## config.mk

```make
export PLATFORM = sky130hd
export DESIGN_NAME = cache_fill_fsm_flat
export DESIGN_NICKNAME = d
export VERILOG_FILES = /design/src/rtl/cache_fill_fsm_pkg.sv /design/src/rtl/cache_fill_fsm_if.sv /design/src/rtl/cache_fill_fsm_fill_counter.sv /design/src/rtl/cache_fill_fsm.sv /design/src/flat_wrapper.sv
export SDC_FILE = /design/constraint.sdc
export NUM_CORES = 1
export LEC_CHECK = 0
export ABC_AREA = 1
export BUFFER_PORTS_ARGS = -buffer_cell sky130_fd_sc_hd__buf_4
export CAP_MARGIN = 15
export CELL_PAD_IN_SITES_DETAIL_PLACEMENT = 0
export CELL_PAD_IN_SITES_GLOBAL_PLACEMENT = 1
export CORE_MARGIN = 5
export CORE_UTILIZATION = 28
export DETAILED_ROUTE_END_ITERATION = 12
export PLACE_DENSITY = 0.8
export SETUP_SLACK_MARGIN = 0.2
export SLEW_MARGIN = 20
export SYNTH_ARGS = -nofsm -noshare
export SYNTH_HDL_FRONTEND = slang
export SYNTH_HIERARCHICAL = 1
export SYNTH_SLANG_ARGS = --single-unit
```

## constraint.sdc

```tcl
create_clock -name clk -period 1.44 [get_ports clk]
set_input_delay 0.072 -clock clk [delete_from_list [all_inputs] [get_ports clk]]
set_output_delay 0.072 -clock clk [all_outputs]
set_load 0.01 [all_outputs]
```

## src/rtl/cache_fill_fsm_pkg.sv

```systemverilog
// Shared constants, state encoding and helpers for the cache miss fill handler.
package cache_fill_fsm_pkg;

  localparam int WORDS_PER_BLOCK   = 8;
  localparam int BLOCK_OFFSET_BITS = 4;
  localparam int MEM_LATENCY       = 4;
  localparam int DATA_W            = 16;

  typedef enum logic [1:0] {
    ST_IDLE = 2'b00,
    ST_FILL = 2'b01,
    ST_WAIT = 2'b10
  } fill_state_e;

  // One-hot word select; callers truncate to the block width.
  function automatic logic [31:0] word_onehot(input logic [4:0] idx);
    return 32'd1 << idx;
  endfunction

endpackage

```

## src/rtl/cache_fill_fsm_if.sv

```systemverilog
// Miss/memory/data-array signal bundle seen by one fill handler.
// master = the fill FSM, slave = the surrounding cache and memory interface.
interface cache_fill_if #(
  parameter int ADDR_W = 16,
  parameter int WORDS  = 8
);
  logic              miss_detected;
  logic [ADDR_W-1:0] miss_addr;
  logic              grant;
  logic              mem_data_valid;
  logic [15:0]       mem_data_in;
  logic              fsm_busy;
  logic              mem_req;
  logic [ADDR_W-1:0] mem_addr;
  logic              data_wr_en;
  logic [WORDS-1:0]  data_wr_word;
  logic              tag_wr_en;

  modport master (
    input  miss_detected, miss_addr, grant, mem_data_valid, mem_data_in,
    output fsm_busy, mem_req, mem_addr, data_wr_en, data_wr_word, tag_wr_en
  );

  modport slave (
    output miss_detected, miss_addr, grant, mem_data_valid, mem_data_in,
    input  fsm_busy, mem_req, mem_addr, data_wr_en, data_wr_word, tag_wr_en
  );
endinterface

```

## src/rtl/cache_fill_fsm_fill_counter.sv

```systemverilog
// Saturation-free up-counter used for issued and received word counts.
// Width is one bit wider than the word index so a full block is representable.
module fill_counter #(
  parameter int W = 4
) (
  input  logic         clk,
  input  logic         rst,
  input  logic         clr,
  input  logic         inc,
  output logic [W-1:0] cnt
);

  logic [W-1:0] cnt_q;
  logic [W-1:0] cnt_d;

  // Next count: clear wins over increment.
  always_comb begin
    cnt_d = cnt_q;
    if (clr) begin
      cnt_d = {W{1'b0}};
    end else if (inc) begin
      cnt_d = cnt_q + W'(1);
    end else begin
      cnt_d = cnt_q;
    end
  end

  // Count register with synchronous reset.
  always_ff @(posedge clk) begin
    if (rst) begin
      cnt_q <= {W{1'b0}};
    end else begin
      cnt_q <= cnt_d;
    end
  end

  assign cnt = cnt_q;

endmodule

```

## src/rtl/cache_fill_fsm.sv

```systemverilog
// Cache miss fill handler: issues one word address per granted cycle and
// steers each in-order returned word into the data array, writing the tag
// together with the last word of the block.
module cache_fill_fsm
  import cache_fill_fsm_pkg::*;
#(
  parameter int WORDS  = WORDS_PER_BLOCK,
  parameter int ADDR_W = 16
) (
  input  logic         clk,
  input  logic         rst,
  cache_fill_if.master bus
);

  localparam int IDX_W = $clog2(WORDS);
  localparam int CNT_W = IDX_W + 1;
  localparam int OFF_W = IDX_W + 1;          // word index plus byte-in-word bit
  localparam int BLK_W = ADDR_W - OFF_W;
  localparam logic [CNT_W-1:0] CNT_LAST = CNT_W'(WORDS - 1);
  localparam logic [CNT_W-1:0] CNT_FULL = CNT_W'(WORDS);

  fill_state_e       state_q;
  fill_state_e       state_d;
  logic              state_wen_s;
  logic [BLK_W-1:0]  blk_q;
  logic [BLK_W-1:0]  blk_d;
  logic [CNT_W-1:0]  issue_cnt_s;
  logic [CNT_W-1:0]  recv_cnt_s;
  logic              active_s;
  logic              issue_inc_s;
  logic              recv_inc_s;
  logic              done_s;

  fill_counter #(.W(CNT_W)) u_issue_cnt (
    .clk (clk),
    .rst (rst),
    .clr (done_s),
    .inc (issue_inc_s),
    .cnt (issue_cnt_s)
  );

  fill_counter #(.W(CNT_W)) u_recv_cnt (
    .clk (clk),
    .rst (rst),
    .clr (done_s),
    .inc (recv_inc_s),
    .cnt (recv_cnt_s)
  );

  // Qualify issue and return events; returns in IDLE are dropped and the
  // receive count never advances past a full block.
  always_comb begin
    active_s    = (state_q != ST_IDLE);
    issue_inc_s = (state_q == ST_FILL) && bus.grant;
    recv_inc_s  = active_s && bus.mem_data_valid && (recv_cnt_s != CNT_FULL);
    done_s      = recv_inc_s && (recv_cnt_s == CNT_LAST);
  end

  // State and latched block address registers; the block address only
  // loads when a miss is accepted, so it is held for the whole fill.
  always_ff @(posedge clk) begin
    if (rst) begin
      state_q <= ST_IDLE;
      blk_q   <= {BLK_W{1'b0}};
    end else if (state_wen_s) begin
      state_q <= state_d;
      blk_q   <= blk_d;
    end else begin
      state_q <= state_q;
      blk_q   <= blk_q;
    end
  end

  // Next-state logic; a miss seen outside IDLE is ignored.
  always_comb begin
    state_d = state_q;
    blk_d   = blk_q;
    case (state_q)
      ST_IDLE: begin
        if (bus.miss_detected) begin
          state_d = ST_FILL;
          blk_d   = bus.miss_addr[ADDR_W-1:OFF_W];
        end else begin
          state_d = ST_IDLE;
        end
      end
      ST_FILL: begin
        if (done_s) begin
          state_d = ST_IDLE;
        end else if (issue_inc_s && (issue_cnt_s == CNT_LAST)) begin
          state_d = ST_WAIT;
        end else begin
          state_d = ST_FILL;
        end
      end
      ST_WAIT: begin
        if (done_s) begin
          state_d = ST_IDLE;
        end else begin
          state_d = ST_WAIT;
        end
      end
      default: begin
        state_d = ST_IDLE;
      end
    endcase
    state_wen_s = (state_d != state_q) || (blk_d != blk_q);
  end

  // Output decode; busy includes the miss cycle so the pipeline stalls at once.
  always_comb begin
    bus.fsm_busy     = active_s || bus.miss_detected;
    bus.mem_req      = 1'b0;
    bus.mem_addr     = {ADDR_W{1'b0}};
    bus.data_wr_en   = recv_inc_s;
    bus.data_wr_word = {WORDS{1'b0}};
    bus.tag_wr_en    = done_s;
    if (state_q == ST_FILL) begin
      bus.mem_req  = 1'b1;
      bus.mem_addr = {blk_q, issue_cnt_s[IDX_W-1:0], 1'b0};
    end else begin
      bus.mem_req  = 1'b0;
    end
    if (recv_inc_s) begin
      bus.data_wr_word = WORDS'(word_onehot(5'(recv_cnt_s[IDX_W-1:0])));
    end else begin
      bus.data_wr_word = {WORDS{1'b0}};
    end
  end

endmodule

```

## src/flat_wrapper.sv

```systemverilog
// flat-port wrapper written by rule: the top's interface ports become plain ports
module cache_fill_fsm_flat import cache_fill_fsm_pkg::*;
#(
  parameter int WORDS  = WORDS_PER_BLOCK,
  parameter int ADDR_W = 16
)
  (clk, rst, bus_miss_detected, bus_miss_addr, bus_grant, bus_mem_data_valid, bus_mem_data_in, bus_fsm_busy, bus_mem_req, bus_mem_addr, bus_data_wr_en, bus_data_wr_word, bus_tag_wr_en);
  cache_fill_if #(.ADDR_W(ADDR_W), .WORDS(WORDS)) bus_i ();
  input  logic clk;
  input  logic rst;
  input wire logic [$bits(bus_i.miss_detected)-1:0] bus_miss_detected;
  input wire logic [$bits(bus_i.miss_addr)-1:0] bus_miss_addr;
  input wire logic [$bits(bus_i.grant)-1:0] bus_grant;
  input wire logic [$bits(bus_i.mem_data_valid)-1:0] bus_mem_data_valid;
  input wire logic [$bits(bus_i.mem_data_in)-1:0] bus_mem_data_in;
  output wire logic [$bits(bus_i.fsm_busy)-1:0] bus_fsm_busy;
  output wire logic [$bits(bus_i.mem_req)-1:0] bus_mem_req;
  output wire logic [$bits(bus_i.mem_addr)-1:0] bus_mem_addr;
  output wire logic [$bits(bus_i.data_wr_en)-1:0] bus_data_wr_en;
  output wire logic [$bits(bus_i.data_wr_word)-1:0] bus_data_wr_word;
  output wire logic [$bits(bus_i.tag_wr_en)-1:0] bus_tag_wr_en;
  assign bus_i.miss_detected = bus_miss_detected;
  assign bus_i.miss_addr = bus_miss_addr;
  assign bus_i.grant = bus_grant;
  assign bus_i.mem_data_valid = bus_mem_data_valid;
  assign bus_i.mem_data_in = bus_mem_data_in;
  assign bus_fsm_busy = bus_i.fsm_busy;
  assign bus_mem_req = bus_i.mem_req;
  assign bus_mem_addr = bus_i.mem_addr;
  assign bus_data_wr_en = bus_i.data_wr_en;
  assign bus_data_wr_word = bus_i.data_wr_word;
  assign bus_tag_wr_en = bus_i.tag_wr_en;
  cache_fill_fsm #(.WORDS(WORDS), .ADDR_W(ADDR_W)) u_core (.clk(clk), .rst(rst), .bus(bus_i));
endmodule
```

==> impl_metrics.py <==
metrics = {
    "run_status": {
        "status": "finished clean",
    },
    "route": {
        "drtIter0Drc": 54,
        "firstDrtPassIters": 4,
        "routed_wl_mm": 3.12,
        "dr_total_vias": 1201,
        "drc": 0,
        "vias_per_cell": 4.30,
        "wire_per_inst_um": 11.2,
        "detail-route-antenna-nets": 0,
    },
    "synth": {
        "synth_compound_area_share_pct": 18.4,
        "syn_avg_cell_area_um2": 6.80,
        "yosys.area.top_type": "dfxtp_1",
        "synth-xor-area-share_pct": 0,
        "synth-simple-area-share_pct": 27.3,
        "synth.top_cell.area_share_pct": 38.8,
        "syn_inst": 167,
        "synth.area.mux_share_pct": 0,
        "synth_edf_count": 0,
        "synthFlopType": "dfxtp_1",
        "synth.distinct_cells": 21,
        "yosys_warnings": 6,
        "synthAdderAreaFrac_pct": 2.20,
        "synthesis.area_um2": 1140,
        "synth_async_sr_flop_share_pct": 0,
        "synth_top_family_by_area": "simple AND/OR/NAND/NOR gates",
        "synth_fp_nets": 206,
        "synth.most_common_cell": "nor2_1",
        "ys_seq_area_share_pct": 38.8,
        "synth_commonest_cells": "nor2_1 (39), inv_1 (29), dfxtp_1 (22)",
        "ys_seq_elements": 22,
        "synthTopCellsByArea": "dfxtp_1 (39%), nor2_1 (13%), inv_1 (9.6%)",
    },
    "timing": {
        "timing.fmax_mhz": 705,
        "tns_ns": 0,
        "hold_viol": 0,
        "post-route-period-util_pct": 98.6,
        "skew_ns": 0.00376,
        "period_needed_ns": 1.42,
        "rsz0062_at_grt": "yes",
        "finalMaxSlewViolations": 0,
        "setup_viol": 0,
    },
    "power_and_ir_drop": {
        "seqPwrFrac_pct": 41.7,
        "irDropWorstVdd_mv": 0.511,
        "power.share.combinational_pct": 22.6,
        "clkPwrFrac_pct": 35.7,
        "power.total_w": 0.00159,
        "internal-power_w": 0.00119,
        "switching_share_pct": 25.2,
        "p_per_area_nw_per_um2": 833,
        "power.leakage_nw": 0.833,
        "p_sw_w": 0.000401,
    },
    "worst_setup_path": {
        "r2r-start": "u_core/state_q[0]$_SDFFE_PP0P_",
        "cp-end-kind": "output pin",
        "cp.required_ns": 1.37,
        "cp.arrival_ns": 1.35,
        "start_kind": "flip-flop",
        "worst_path_max_delay_cell": "dfxtp_2",
        "worstPathCellList": "inv_2 > nand2_2 > nand2_2 > a31oi_4 > nand2_2 > nor2_1 > buf_4",
        "worstSetupPathType": "reg -> out",
        "crit_start": "u_core/state_q[1]$_SDFFE_PP0P_",
        "path_common_cell": "nand2_2",
        "slowest_delay_ns": 0.34,
        "worstPathMaxFanout": 4,
        "cpLargestDelayFamily": "simple AND/OR/NAND/NOR gates",
        "crit_buf_inv": 2,
    },
    "grt": {
        "antenna_found_initial": 0,
        "grt_pass1_vias": 1075,
        "grt_overflow": 0,
        "grt_first_pass_wirelength_mm": 4.82,
        "track_usage_pct": 11.3,
        "grt_max_degree": 25,
    },
    "clocking": {
        "clockBufferDepth": 2,
        "cts_inserted_buffers": 3,
        "htreeDepth": 1,
        "clkSinkCount": 22,
        "cts_tree": "built",
        "path_clk_slew_ns": 0.08,
        "clock-root-buffer": "clkbuf_8",
        "insertion_delay_ns": 0.26,
    },
    "job": {
        "drv_cap": 0,
    },
    "placed_design": {
        "gp_congestion": 0.702,
        "place_hpwl_mm": 2.10,
        "placed_area_um2": 1510,
        "port_buffers": 43,
    },
    "worst_hold_path": {
        "holdCritStartpoint": "rst",
        "hp-class": "in -> reg",
    },
    "floorplan": {
        "dieArea_um2": 5430,
        "io_pins": 65,
        "rows": 23,
        "start_util_pct": 28.6,
        "die_w_um": 73.7,
        "die_y_um": 73.7,
        "core_area_um2": 3970,
    },
    "layout": {
        "synthToLayoutAreaGrowth_pct": 68.2,
        "final_area_um2": 1910,
        "layout-drive-gt1-share_pct": 49.3,
        "nets": 269,
        "n_fill_cell": 412,
        "antenna-diode-count": 0,
    },
}
## metrics by stage
| step | std cells | util, % | setup slack [ns] | hold slack [ns] |
|---|---|---|---|---|
| after floorplan | 167 | - | 0.215 | 0.134 |
| after global placement | 258 | 37.9 | 0.116 | 0.308 |
| after detailed placement | 258 | 37.9 | 0.107 | 0.312 |
| after CTS | 271 | 43.9 | 0.0354 | 0.0615 |
| after global routing | 279 | 48.1 | -0.0765 | 0.0558 |
| final | 279 | 48.1 | 0.0207 | 0.0656 |
## cells in the final DEF, fill, tap and decap left out
cell       synthesis  layout
bufinv_16          0       1
nor2_4             0       6
o21ai_1            5      11
buf_6              2       9
buf_4              1      50
nand2_4            0       1
nor2_1            39      21
nor3_1             1       1
ha_1               2       2
dfxtp_1           22      17
o211ai_1           1       1
nand3_1            4       3
o21ai_2            0       2
a211oi_2           2       2
dfxtp_4            0       4
inv_1             29      27
dfxtp_2            0       1
nand2_2            8       8
nor2_2             3      15
conb_1             1       1
nand3_2            0       1
nand2_1           17      15
nand2_8            0       2
a21oi_2            0       1
a31oi_4            1       1
or2_2              1       1
buf_16             0       1
buf_12             0       1
clkbuf_8           0       3
inv_2              1       3
a21oi_1           18      17
## final cells by class
type / instances / area (um^2) / area share, %
inverters: 30 / 113 / 5.89
clock inverters: 1 / 30.0 / 1.57
flip-flops and latches: 22 / 457 / 23.9
multi-input cells: 112 / 683 / 35.8
repair buffers: 61 / 524 / 27.4
well taps: 50 / 62.6 / 3.27
clock buffers: 3 / 41.3 / 2.16
## layer usage
layer  part of all wire, %  global-route usage, %
met2                    50                   19.1
met5                     0                      0
met1                    42                   13.3
met3                   7.6                   4.10
met4                  0.67                   3.02
## flip-flops by register name (all words and copies together) (netlist names)
register                flops
u_core/state_q              2
u_core/blk_q               12
u_core/u_issue_cnt/cnt      4
u_core/u_recv_cnt/cnt       4
## kinds of logic after synthesis
group,count (synthesis)
buffers and inverters,34
AO/OA/AOI/OAI,35
other,1
AND/OR/NAND/NOR,73
flip-flops,22
adder cells (fa/ha/maj),2
## timing repair
| action | in CTS | in global routing |
|---|---|---|
| hold buffers | 0 | 0 |
| pin swaps | 8 | 14 |
| gates cloned | 1 | 1 |
| setup buffers | 8 | 7 |
| resized for setup | 25 | 38 |
| endpoints found under the setup margin | 29 | 49 |
## power groups by stage
stage | clock network [W] | logic, W | registers [W]
2_1_floorplan | 0 | 0.000150 | 0.000677
3_3_place_gp | 0 | 0.000239 | 0.000680
3_5_place_dp | 0 | 0.000242 | 0.000681
4_1_cts | 0.000589 | 0.000299 | 0.000664
5_1_grt | 0.000619 | 0.000394 | 0.000669
6_report | 0.000567 | 0.000360 | 0.000664
## worst reg2reg max path: cells and delay by family, from the launching register on
kind	cells	cell delay (ns)
AND/OR/NAND/NOR	4	0.42
AO/OA/AOI/OAI	2	0.18
flip-flops	1	0.36
buffers and inverters	3	0.32
## worst paths after layout
| kind | to | slack (ns) | cells past startpoint |
|---|---|---|---|
| worst min-delay path | u_core/state_q[0]$_SDFFE_PP0P_ | 0.07 | 2 |
| worst max register to register | u_core/u_recv_cnt/cnt[1]$_SDFFE_PP0P_ | 0.10 | 9 |
| worst max-delay path | bus_data_wr_word[1] | 0.02 | 7 |
| worst min register to register | u_core/blk_q[2]$_SDFFE_PP0P_ | 0.46 | 2 |
Power figures use the tool's default switching activity.
